[src/rtl/aes_dec_pkg.sv]
// Shared definitions for the AES decryption round datapath: sizes, FSM encodings
// and the column-major byte placement helper.
package aes_dec_pkg;

    localparam int unsigned AES_NB_BYTES = 16;
    localparam int unsigned AES_BLK_W    = 128;

    localparam logic [1:0] ST_IDLE = 2'd0;
    localparam logic [1:0] ST_BUSY = 2'd1;
    localparam logic [1:0] ST_DONE = 2'd2;

    // Byte index j = 4*col + row, so col occupies the upper bits.
    typedef struct packed {
        logic [1:0] col;
        logic [1:0] row;
    } byte_pos_t;

    // MSB position of byte (r,c) inside a 128-bit block.
    function automatic logic [6:0] byte_msb(input logic [1:0] r, input logic [1:0] c);
        return 7'(int'(AES_BLK_W) - 1 - 8 * (4 * int'(c) + int'(r)));
    endfunction

endpackage

[src/rtl/aes_inv_sbox.sv]
// Combinational AES inverse S-box (FIPS-197 table).
module aes_inv_sbox (
    input  logic [7:0] val,
    output logic [7:0] inv_val
);

    localparam logic [7:0] INV_SBOX [256] = '{
        8'h52, 8'h09, 8'h6a, 8'hd5, 8'h30, 8'h36, 8'ha5, 8'h38, 8'hbf, 8'h40, 8'ha3, 8'h9e, 8'h81, 8'hf3, 8'hd7, 8'hfb,
        8'h7c, 8'he3, 8'h39, 8'h82, 8'h9b, 8'h2f, 8'hff, 8'h87, 8'h34, 8'h8e, 8'h43, 8'h44, 8'hc4, 8'hde, 8'he9, 8'hcb,
        8'h54, 8'h7b, 8'h94, 8'h32, 8'ha6, 8'hc2, 8'h23, 8'h3d, 8'hee, 8'h4c, 8'h95, 8'h0b, 8'h42, 8'hfa, 8'hc3, 8'h4e,
        8'h08, 8'h2e, 8'ha1, 8'h66, 8'h28, 8'hd9, 8'h24, 8'hb2, 8'h76, 8'h5b, 8'ha2, 8'h49, 8'h6d, 8'h8b, 8'hd1, 8'h25,
        8'h72, 8'hf8, 8'hf6, 8'h64, 8'h86, 8'h68, 8'h98, 8'h16, 8'hd4, 8'ha4, 8'h5c, 8'hcc, 8'h5d, 8'h65, 8'hb6, 8'h92,
        8'h6c, 8'h70, 8'h48, 8'h50, 8'hfd, 8'hed, 8'hb9, 8'hda, 8'h5e, 8'h15, 8'h46, 8'h57, 8'ha7, 8'h8d, 8'h9d, 8'h84,
        8'h90, 8'hd8, 8'hab, 8'h00, 8'h8c, 8'hbc, 8'hd3, 8'h0a, 8'hf7, 8'he4, 8'h58, 8'h05, 8'hb8, 8'hb3, 8'h45, 8'h06,
        8'hd0, 8'h2c, 8'h1e, 8'h8f, 8'hca, 8'h3f, 8'h0f, 8'h02, 8'hc1, 8'haf, 8'hbd, 8'h03, 8'h01, 8'h13, 8'h8a, 8'h6b,
        8'h3a, 8'h91, 8'h11, 8'h41, 8'h4f, 8'h67, 8'hdc, 8'hea, 8'h97, 8'hf2, 8'hcf, 8'hce, 8'hf0, 8'hb4, 8'he6, 8'h73,
        8'h96, 8'hac, 8'h74, 8'h22, 8'he7, 8'had, 8'h35, 8'h85, 8'he2, 8'hf9, 8'h37, 8'he8, 8'h1c, 8'h75, 8'hdf, 8'h6e,
        8'h47, 8'hf1, 8'h1a, 8'h71, 8'h1d, 8'h29, 8'hc5, 8'h89, 8'h6f, 8'hb7, 8'h62, 8'h0e, 8'haa, 8'h18, 8'hbe, 8'h1b,
        8'hfc, 8'h56, 8'h3e, 8'h4b, 8'hc6, 8'hd2, 8'h79, 8'h20, 8'h9a, 8'hdb, 8'hc0, 8'hfe, 8'h78, 8'hcd, 8'h5a, 8'hf4,
        8'h1f, 8'hdd, 8'ha8, 8'h33, 8'h88, 8'h07, 8'hc7, 8'h31, 8'hb1, 8'h12, 8'h10, 8'h59, 8'h27, 8'h80, 8'hec, 8'h5f,
        8'h60, 8'h51, 8'h7f, 8'ha9, 8'h19, 8'hb5, 8'h4a, 8'h0d, 8'h2d, 8'he5, 8'h7a, 8'h9f, 8'h93, 8'hc9, 8'h9c, 8'hef,
        8'ha0, 8'he0, 8'h3b, 8'h4d, 8'hae, 8'h2a, 8'hf5, 8'hb0, 8'hc8, 8'heb, 8'hbb, 8'h3c, 8'h83, 8'h53, 8'h99, 8'h61,
        8'h17, 8'h2b, 8'h04, 8'h7e, 8'hba, 8'h77, 8'hd6, 8'h26, 8'he1, 8'h69, 8'h14, 8'h63, 8'h55, 8'h21, 8'h0c, 8'h7d
    };

    assign inv_val = INV_SBOX[val];

endmodule

[src/rtl/aes_inv_sub_shift_addkey.sv]
// AES-128 decryption round front-end: InvShiftRows -> InvSubBytes -> AddRoundKey,
// computed LANES bytes per cycle over a set of shared inverse S-boxes.
module aes_inv_sub_shift_addkey
    import aes_dec_pkg::*;
#(
    parameter int unsigned LANES = 4
) (
    input  logic         clk,
    input  logic         rst,
    input  logic         in_valid,
    output logic         in_ready,
    input  logic [127:0] in_data,
    input  logic [127:0] round_key,
    output logic         out_valid,
    input  logic         out_ready,
    output logic [127:0] out_data
);

    localparam int unsigned STEPS  = AES_NB_BYTES / LANES;
    localparam int unsigned STEP_W = (STEPS > 1) ? $clog2(STEPS) : 1;
    localparam logic [STEP_W-1:0] LAST_STEP = STEP_W'(STEPS - 1);

    generate
        if (!(LANES == 1 || LANES == 2 || LANES == 4 || LANES == 8 || LANES == 16)) begin : g_bad_lanes
            $error("aes_inv_sub_shift_addkey: LANES must be 1, 2, 4, 8 or 16");
        end
    endgenerate

    logic [1:0]        state_q;
    logic [1:0]        state_d;
    logic [STEP_W-1:0] step_q;
    logic [STEP_W-1:0] step_d;
    logic              out_valid_d;
    logic              load;
    logic              write;
    logic [127:0]      st_q;
    logic [127:0]      key_q;

    byte_pos_t   lane_pos [LANES];
    logic [7:0]  sbox_in  [LANES];
    logic [7:0]  sbox_out [LANES];
    logic [7:0]  key_byte [LANES];
    logic [7:0]  lane_res [LANES];

    assign in_ready = (state_q == ST_IDLE) && !rst;

    // Next-state, step counter and control strobes.
    always_comb begin
        state_d     = state_q;
        step_d      = step_q;
        out_valid_d = out_valid;
        load        = 1'b0;
        write       = 1'b0;
        case (state_q)
            ST_IDLE: begin
                if (in_valid && in_ready) begin
                    state_d = ST_BUSY;
                    step_d  = '0;
                    load    = 1'b1;
                end
            end
            ST_BUSY: begin
                write = 1'b1;
                if (step_q == LAST_STEP) begin
                    step_d      = '0;
                    state_d     = ST_DONE;
                    out_valid_d = 1'b1;
                end else begin
                    step_d = step_q + STEP_W'(1);
                end
            end
            ST_DONE: begin
                if (out_ready) begin
                    state_d     = ST_IDLE;
                    out_valid_d = 1'b0;
                end
            end
            default: begin
                state_d     = ST_IDLE;
                step_d      = '0;
                out_valid_d = 1'b0;
            end
        endcase
    end

    // Each lane owns output byte LANES*step+l; its source byte sits `row` columns to the left.
    always_comb begin
        for (int l = 0; l < int'(LANES); l++) begin
            lane_pos[l] = byte_pos_t'(4'(int'(LANES) * int'(step_q) + l));
            sbox_in[l]  = st_q[byte_msb(lane_pos[l].row, 2'(lane_pos[l].col - lane_pos[l].row)) -: 8];
            key_byte[l] = key_q[byte_msb(lane_pos[l].row, lane_pos[l].col) -: 8];
        end
    end

    for (genvar g = 0; g < int'(LANES); g++) begin : g_lane
        aes_inv_sbox u_inv_sbox (
            .val     (sbox_in[g]),
            .inv_val (sbox_out[g])
        );
        assign lane_res[g] = sbox_out[g] ^ key_byte[g];
    end

    always_ff @(posedge clk) begin
        if (rst) begin
            state_q   <= ST_IDLE;
            step_q    <= '0;
            out_valid <= 1'b0;
        end else begin
            state_q   <= state_d;
            step_q    <= step_d;
            out_valid <= out_valid_d;
        end
    end

    // Latched operands and output bytes; unwritten bytes keep the previous block's values.
    always_ff @(posedge clk) begin
        if (rst) begin
            st_q     <= '0;
            key_q    <= '0;
            out_data <= '0;
        end else begin
            if (load) begin
                st_q  <= in_data;
                key_q <= round_key;
            end
            if (write) begin
                for (int l = 0; l < int'(LANES); l++) begin
                    out_data[byte_msb(lane_pos[l].row, lane_pos[l].col) -: 8] <= lane_res[l];
                end
            end
        end
    end

endmodule

[config.mk]
export PLATFORM = sky130hd
export DESIGN_NAME = aes_inv_sub_shift_addkey
export DESIGN_NICKNAME = d
export VERILOG_FILES = /design/src/rtl/aes_dec_pkg.sv /design/src/rtl/aes_inv_sbox.sv /design/src/rtl/aes_inv_sub_shift_addkey.sv
export SDC_FILE = /design/constraint.sdc
export NUM_CORES = 2
export LEC_CHECK = 0
export CAP_MARGIN = 20
export CORE_UTILIZATION = 30
export DETAILED_ROUTE_END_ITERATION = 7
export GPL_TIMING_DRIVEN = 0
export SKIP_CTS_REPAIR_TIMING = 1
export SLEW_MARGIN = 20
export SYNTH_ARGS = -nofsm -noshare
export SYNTH_HDL_FRONTEND = slang
export SYNTH_HIERARCHICAL = 1
export SYNTH_SLANG_ARGS = --single-unit
export TNS_END_PERCENT = 5
[constraint.sdc]
create_clock -name clk -period 8.04 [get_ports clk]
set_input_delay 1.608 -clock clk [delete_from_list [all_inputs] [get_ports clk]]
set_output_delay 1.608 -clock clk [all_outputs]
set_load 0.02 [all_outputs]
==> impl_metrics.json <==
{
  "status": "completed",
  "startpoint_type": "flip-flop",
  "slew_viol_final": 0,
  "dieArea_um2": 100300,
  "grt_pass1_wl_mm": 270.9,
  "start_util": 0.3024,
  "crit_fanout": 11,
  "grt_max_degree": 16,
  "synth_area_um2": 29720,
  "fin_area_um2": 36950,
  "dp_hpwl_mm": 149.1,
  "grt_pass1_vias": 33661,
  "post-route-min-period_ns": 7.830,
  "hold_viol": 0,
  "synthToLayoutAreaGrowth_pct": 24.36,
  "critical_path_class": "reg -> reg",
  "fin_hold_ws_ns": 0.4627,
  "clk_latency_ns": 0.66,
  "remaining_drc_errors": 0,
  "maxCapViolations": 0,
  "gr-usage-all-layers": 0.3834,
  "avgSynthCellArea_um2": 7.777,
  "yosysWarningCount": 6,
  "synthArstFlopShare": 0,
  "crit_required_ns": 8.63,
  "portBuffers": 388,
  "max_clock_freq_mhz": 127.7,
  "skew_ns": 0.04078,
  "nNetsFinal": 4610,
  "cts_buffer_depth": 3,
  "post-place-ws_ns": -0.2095,
  "dpl_cell_area_um2": 35410,
  "cts.sinks": 389,
  "worst_slack_ns": 0.2101,
  "synth_cells": 3821,
  "critPathCaptureType": "flip-flop",
  "place_congestion": 1.066,
  "dp_cells": 5505,
  "p_per_area_nw_per_um2": 212.8,
  "ys_ff_latch": 389,
  "chipHeight_um": 316.7,
  "setup_viol": 0,
  "antenna_found_initial": 16,
  "min_path_type": "reg -> reg",
  "min_period_over_period": 0.9739,
  "avgRoutedWirePerCell_um": 35.52,
  "worst_pin_slew_ns": 1.193,
  "layout_commonest_cell": "nand2_1",
  "relSlewSlack": 0.2046,
  "layout-drive-gt1-share": 0.1107,
  "cts-root-buf": "clkbuf_16",
  "vias": 35178,
  "rows": 115,
  "multiInputGateArea_um2": 19530,
  "drt_pass1_iterations": 7,
  "final_cell_mix": "472 x nand2_1, 389 x dfxtp_1, 388 x clkdlybuf4s50_1, 347 x nand2b_1, 229 x o21ai_0",
  "clkTransAtPathRegs_ns": 0.06,
  "synth_edf_count": 0,
  "rsz0062_at_grt": "no",
  "p_leak_nw": 13.70,
  "core_um2": 98280,
  "fp.dieW_um": 316.7,
  "vias_per_cell": 6.291,
  "fillCellCount": 10394,
  "stdcell_count": 5592,
  "ios": 390,
  "ant_nets": 0,
  "routed_wl_mm": 198.7,
  "htreeDepth": 2,
  "arrival_ns": 8.42,
  "synth_nets": 4165,
  "cts_tree": "built",
  "cts_made_buffers": 46,
  "p_total_mw": 7.864,
  "seqCellArea_um2": 7787,
  "drt_iter0_drc": 4738,
  "yosysSeqAreaShare": 0.2621,
  "synth_cell_types": 91,
  "grt.overflow.total": 0,
  "yosys_most_used_dff": "dfxtp_1",
  "ir_drop_mv": 0.1369
}
==> final cells by class <==
class                      instances  area share
antenna                            5   0.0003386
buffer                           397     0.06348
clock buffer                      65     0.03579
clock inverter                    17    0.005383
inverter                          45    0.004571
multi-input combinational       2990      0.5286
sequential                       389      0.2107
tap                             1287     0.04358
timing repair buffer             397      0.1075
==> Yosys cell counts (16+ instances only) <==
cell type | n | area (um2)
buf_2 | 130 | 650.6
clkbuf_1 | 150 | 563.0
a32oi_1 | 18 | 157.7
o221ai_1 | 16 | 140.1
a22o_1 | 130 | 1139
nand2b_1 | 347 | 2171
a31oi_1 | 72 | 450.4
a211oi_1 | 62 | 465.5
nor3_1 | 94 | 470.5
and2_1 | 30 | 187.7
a21oi_1 | 176 | 880.8
o211ai_1 | 48 | 360.4
and3_1 | 28 | 175.2
nand3_1 | 90 | 450.4
mux2i_1 | 32 | 320.3
o311ai_0 | 42 | 367.9
a311oi_1 | 30 | 262.8
or3_1 | 22 | 137.6
dfxtp_1 | 389 | 7787
o22ai_1 | 22 | 137.6
buf_6 | 48 | 540.5
o21ai_0 | 229 | 1146
nor2_1 | 145 | 544.3
mux4_2 | 50 | 1126
nor2b_1 | 78 | 488.0
nand2_1 | 472 | 1772
or2_2 | 18 | 112.6
o31ai_1 | 28 | 210.2
buf_4 | 26 | 195.2
ha_1 | 84 | 1051
o21ai_1 | 189 | 945.9
xor2_1 | 132 | 1156
a311o_1 | 16 | 160.2
o21a_1 | 16 | 120.1
a221oi_1 | 24 | 210.2
inv_1 | 39 | 146.4
==> metrics by stage <==
stage	utilization	TNS, ns
6_report	0.3760	0
5_1_grt	0.3760	0
4_1_cts	0.3757	-2.773
3_5_place_dp	0.3603	-2.133
3_3_place_gp	0.3583	-16.15
2_1_floorplan	-	0
==> kinds of logic (layout without fill, tap and decap cells) <==
family	after synthesis	in the layout	share of synthesized area
compound gates	1260	1260	0.2829
buf+inv	442	921	0.08438
fa+ha+maj	84	84	0.03537
other cells	0	5	0
simple gates	1428	1428	0.2459
xor+xnor	134	134	0.04000
mux	84	84	0.04943
flops	389	389	0.2621
==> power by group <==
part	leakage, nW	switching (mW)	internal (mW)
sequential	3.18	0.0794	2.05
combinational	9.77	2.42	1.13
clock	0.745	0.935	1.24
==> metal layers <==
layer	vias to the layer above	part of all wire	global-route usage
met2	2487	0.42	0.5728
met5	-	0.00062	0
li1	14750	-	-
met1	17257	0.41	0.5000
met4	14	0.062	0.2013
met3	670	0.11	0.1071
==> worst max-delay path, cell delays in order (launching register included) <==
cell	delay [ns]
dfxtp_1	0.47
buf_2	0.41
buf_2	0.44
buf_2	0.48
inv_1	0.12
ha_1	0.30
clkbuf_2	0.36
clkbuf_2	0.45
mux4_2	0.61
buf_2	0.32
inv_1	0.47
ha_1	0.25
clkbuf_1	0.70
nor2b_1	0.38
o32ai_1	0.14
mux4_2	0.55
a31oi_1	0.31
o31ai_4	0.20
xor2_1	0.50
a22o_1	0.20
==> sequential cells by signal, summed over array words and instances (netlist names) <==
signal / count
step_q: 2
st_q: 128
out_data: 128
state_q: 2
key_q: 128
out_valid: 1
==> path summary, 6_finish.rpt <==
path | startpoint | end | slack (ns) | cells past startpoint
worst max-delay path | step_q[0] | out_data[33] | 0.21 | 19
worst min register to register | st_q[23] | st_q[23] | 0.46 | 2
worst max register to register | step_q[0] | out_data[33] | 0.21 | 19
worst min-delay path | st_q[23] | st_q[23] | 0.46 | 2
(Power assumes the default switching activity.)
